==> src/rtl/axis_marker_insert.sv <==
// ---------------------------------------------------------------------------
// axis_marker_insert
//
// Merges tagged marker words into an AXI-Stream event stream. A marker is
// requested either by a single-cycle pulse on marker_req or by a free-running
// period timer. Markers win arbitration over input data. Each marker carries
// the tag pattern (C_MARKER_VALUE & C_MARKER_MASK) in its upper bits and a
// 32-bit sequence number in its low bits. A downstream filter can then
// recognise the markers and strip them. Data words pass through unchanged.
// Data words that happen to match the tag are still forwarded, and they are
// counted in collision_count.
//
// Ports
//   aclk, aresetn      clock, asynchronous active-low reset
//   s_axis_*           input stream (tvalid/tready/tdata)
//   m_axis_*           output stream, tvalid/tdata registered
//   marker_req         single-cycle marker request pulse
//   marker_seq         sequence number the next emitted marker will carry
//   collision_count    saturating count of forwarded data words matching tag
//
// Handshake: a word moves on a stream only in a cycle where tvalid=1 and
// tready=1. Once m_axis_tvalid is raised, m_axis_tvalid and m_axis_tdata stay
// unchanged until m_axis_tready is seen high. s_axis_tready depends only on
// the output register state, m_axis_tready and the pending flag. It never
// depends on s_axis_tvalid.
// ---------------------------------------------------------------------------
module axis_marker_insert #(
    parameter int                            C_AXIS_TDATA_WIDTH = 96,
    parameter logic [C_AXIS_TDATA_WIDTH-1:0] C_MARKER_MASK      = 96'h8000_0000_0000_0000_0000_0000,
    parameter logic [C_AXIS_TDATA_WIDTH-1:0] C_MARKER_VALUE     = 96'h8000_0000_0000_0000_0000_0000,
    parameter int unsigned                   C_PERIOD           = 0
) (
    input  logic                          aclk,
    input  logic                          aresetn,
    input  logic                          s_axis_tvalid,
    output logic                          s_axis_tready,
    input  logic [C_AXIS_TDATA_WIDTH-1:0] s_axis_tdata,
    output logic                          m_axis_tvalid,
    input  logic                          m_axis_tready,
    output logic [C_AXIS_TDATA_WIDTH-1:0] m_axis_tdata,
    input  logic                          marker_req,
    output logic [31:0]                   marker_seq,
    output logic [15:0]                   collision_count
);

    localparam logic [C_AXIS_TDATA_WIDTH-1:0] TAG = C_MARKER_VALUE & C_MARKER_MASK;
    localparam int TW = (C_PERIOD > 1) ? $clog2(C_PERIOD) : 1;

    logic                          pending;
    logic                          timer_expiry;
    logic                          slot_free;
    logic                          load_marker;
    logic                          load_data;
    logic                          collision;
    logic [C_AXIS_TDATA_WIDTH-1:0] marker_word;

    // The output register can take a new word when it is empty or when its
    // current word is leaving this cycle.
    assign slot_free     = !m_axis_tvalid || m_axis_tready;
    assign load_marker   = slot_free && pending;
    assign s_axis_tready = slot_free && !pending;
    assign load_data     = s_axis_tready && s_axis_tvalid;

    assign marker_word = TAG | {{(C_AXIS_TDATA_WIDTH-32){1'b0}}, marker_seq};
    assign collision   = (s_axis_tdata & C_MARKER_MASK) == TAG;

    // Free-running period timer. It expires on its last count and then wraps.
    if (C_PERIOD > 0) begin : g_timer
        logic [TW-1:0] timer;

        assign timer_expiry = (timer == TW'(C_PERIOD - 1));

        always_ff @(posedge aclk or negedge aresetn) begin
            if (!aresetn) begin
                timer <= '0;
            end else if (timer_expiry) begin
                timer <= '0;
            end else begin
                timer <= timer + TW'(1);
            end
        end
    end else begin : g_no_timer
        assign timer_expiry = 1'b0;
    end

    // A request that arrives while a marker is being loaded re-arms pending,
    // so one more marker follows. Requests that arrive while pending is
    // already set are merged into it and are not queued.
    always_ff @(posedge aclk or negedge aresetn) begin
        if (!aresetn) begin
            pending <= 1'b0;
        end else begin
            pending <= (pending && !load_marker) || marker_req || timer_expiry;
        end
    end

    always_ff @(posedge aclk or negedge aresetn) begin
        if (!aresetn) begin
            m_axis_tvalid   <= 1'b0;
            m_axis_tdata    <= '0;
            marker_seq      <= '0;
            collision_count <= '0;
        end else begin
            if (load_marker) begin
                m_axis_tvalid <= 1'b1;
                m_axis_tdata  <= marker_word;
                marker_seq    <= marker_seq + 32'd1;
            end else if (load_data) begin
                m_axis_tvalid <= 1'b1;
                m_axis_tdata  <= s_axis_tdata;
                if (collision && (collision_count != 16'hFFFF)) begin
                    collision_count <= collision_count + 16'd1;
                end
            end else if (slot_free) begin
                m_axis_tvalid <= 1'b0;
            end
        end
    end

endmodule

==> config.mk <==
export PLATFORM = sky130hd
export DESIGN_NAME = axis_marker_insert
export DESIGN_NICKNAME = d
export VERILOG_FILES = /design/src/rtl/axis_marker_insert.sv
export SDC_FILE = /design/constraint.sdc
export NUM_CORES = 1
export LEC_CHECK = 0
export CORE_MARGIN = 1.5
export CORE_UTILIZATION = 39
export DETAILED_ROUTE_END_ITERATION = 7
export PLACE_DENSITY = 0.77
export SKIP_CTS_REPAIR_TIMING = 1
export SLEW_MARGIN = 30
export SYNTH_ARGS = -nofsm -noshare
export SYNTH_HDL_FRONTEND = slang
export SYNTH_SLANG_ARGS = --single-unit
==> constraint.sdc <==
create_clock -name aclk -period 1.7 [get_ports aclk]
set_input_delay 0.17 -clock aclk [delete_from_list [all_inputs] [get_ports aclk]]
set_output_delay 0.17 -clock aclk [all_outputs]
set_load 0.03 [all_outputs]
==> flow_metrics.tcl <==
set metrics [dict create \
    outcome "finished, violations left" \
    violations "negative setup slack" \
    dp_hpwl_mm 12.1 \
    routabilityCongestion 0.800 \
    crit_required_ps 2010 \
    clock_latency_ps 420 \
    worst_slack_ps -105 \
    final_area_um2 10300 \
    place_ws_ps -335 \
    grt_pass1_wl_mm 27.6 \
    floorplan.initialDensity_pct 39.9 \
    layout.nets 903 \
    core_area_um2 15100 \
    path_delay_family "simple AND/OR/NAND/NOR gates" \
    cpPeakStageDelay_ps 410 \
    clk_pin_slew_ps 60 \
    path_class "flop to flop" \
    ys_types 42 \
    cts_tree "done" \
    clockRootBuffer "clkbuf_16" \
    diodes 0 \
    yosysWarnings 0 \
    dieArea_um2 16200 \
    layout_commonest_cell "clkdlybuf4s50_1" \
    cp-end-kind "flop" \
    crit_chain "ha_4 -> nand4_1 -> nor4_4 -> buf_4 -> nor2_4 -> mux2_4" \
    synth_area_per_cell_um2 12.0 \
    syn_to_final_growth_pct 70.7 \
    clock.fmax_ghz 0.554 \
    cts_buffer_depth 2 \
    cts_buffers 17 \
    worstPathArrival_ps 2110 \
    ys_ff_latch 146 \
    maxCapViolations 0 \
    grt_util_all_layers_pct 21.6 \
    rows 45 \
    syn_nets 606 \
    grt_pass1_vias 5372 \
    synthMuxAreaShare_pct 0.539 \
    period_share_pct 106 \
    layout_min_cycle_time_ps 1800 \
    synth-simple-area-share_pct 15.5 \
    io_pins 247 \
    finalSetupViolations 7 \
    synthCells 503 \
    antenna_found_initial 0 \
    drt_iter0_markers 334 \
    slew_violations 0 \
    drive_above_1_share_pct 16.7 \
    mostFrequentLayoutCells "clkdlybuf4s50_1 (191), dfrtp_1 (143), nand2_1 (81)" \
    vias_per_cell 5.41 \
    cts_num_sinks 146 \
    vias 5411 \
    yosys.area_share.xor_xnor_pct 6.67 \
    ys.flop_type "dfrtp_1" \
    seq_area_frac_synth_pct 60.5 \
    synth_async_sr_flop_share_pct 100 \
    synthAdderAreaFrac_pct 0.414 \
    hold_viol 0 \
    crit_buf_inv 1 \
    wl_mm 18.9 \
    dpl_cell_area_um2 9040 \
    synth-edff-count 0 \
    io_buffers 246 \
    tns_ps -399 \
    leakage_nw 5.49 \
    synth_top_family_by_area "simple AND/OR/NAND/NOR gates" \
    grt_max_degree 67 \
    hold_class "primary input to async pin" \
    htree_num_levels 4 \
    syn_area_um2 6040 \
    tightestPinTransition_ps 512 \
    p_per_area_nw_per_um2 1080 \
    die_h_um 127 \
    wire_per_inst_um 18.8 \
    dr.pass1.iters 5 \
    start_kind "flop" \
    clock_skew_ps 6.74 \
    die_w_um 127 \
    drc 0 \
    final_antenna_net_count 0 \
    rsz0062_at_grt "true" \
    cp_max_fo 3 \
    slew_headroom_pct 65.9 \
    grt_overflow_total 0 \
    worst_path_max_delay_cell "nor4_4" \
    power_mw 11.1 \
    synth-compound-area-share_pct 13.4 \
    vdd_ir_drop_max_v 0.000678 \
]
## logic make-up after synthesis
family,Yosys count
AOI/OAI and AO/OA,98
xor gates and xnor gates,46
adders and majority gates,2
buffers and inverters,35
DFF,146
muxes,3
and+or+nand+nor,173
## layer usage
metal	wire length [µm]	global-route usage, %
met1	7870	27.3
met2	9340	35.5
met3	1290	6.37
met4	363	7.62
met5	0	0
## worst paths after layout
check / start / end / slack, ps / cells after the start
worst min register to register: m_axis_tdata[10] / m_axis_tdata[10] / 470 / 2
min in group aclk: marker_req / pending / 320 / 2
worst max register to register: collision_count[1] / collision_count[1] / -100 / 6
max in group asynchronous: aresetn / pending / 780 / 3
worst max-delay path: collision_count[1] / collision_count[1] / -100 / 6
worst min-delay path: aresetn / m_axis_tdata[16] / 280 / 2
## cells in the mapped netlist (3+ instances only)
cell type	count	share of area, %
a22oi_1	31	3.9
nand2_1	81	5.0
nor2_1	4	0.25
nand3_1	9	0.75
xor2_1	39	5.7
nor4_1	24	2.5
and3_2	4	0.50
dfrtp_1	146	60
nor3_1	11	0.91
and3_1	6	0.62
inv_1	3	0.19
and4_1	4	0.58
nand4_1	11	1.1
a22o_1	63	9.1
clkbuf_1	9	0.56
buf_2	17	1.4
xnor2_1	7	1.0
buf_6	3	0.56
## registers in the layout, summed over array words and instances, names as in the netlist
signal	flops
collision_count	16
pending	1
m_axis_tdata	96
m_axis_tvalid	1
marker_seq	32
## report_power, final
part / total, mW / leakage, nW / switching (mW) / internal [mW]
registers: 4.09 / 1.93 / 0.269 / 3.82
logic: 2.75 / 3.24 / 1.49 / 1.26
clock network: 4.27 / 0.325 / 1.39 / 2.88
## cell type report
cell class              instances  area (µm²)
clock inverters                 8         196
fillers                      1072        4840
repair buffers                308        3260
well taps                     188         235
multi-input cells             324        2470
clock buffers                  24         482
inverters                       3        11.3
flip-flops and latches        146        3660
## through the flow
step / utilization [%] / hold WS (ps) / cells
2_1_floorplan: - / -126 / 503
3_3_place_gp: 59.7 / 157 / 952
3_5_place_dp: 59.7 / 160 / 952
4_1_cts: 64.2 / -285 / 984
5_1_grt: 68.1 / 316 / 1001
6_report: 68.1 / 283 / 1001
(Power assumes the default switching activity.)
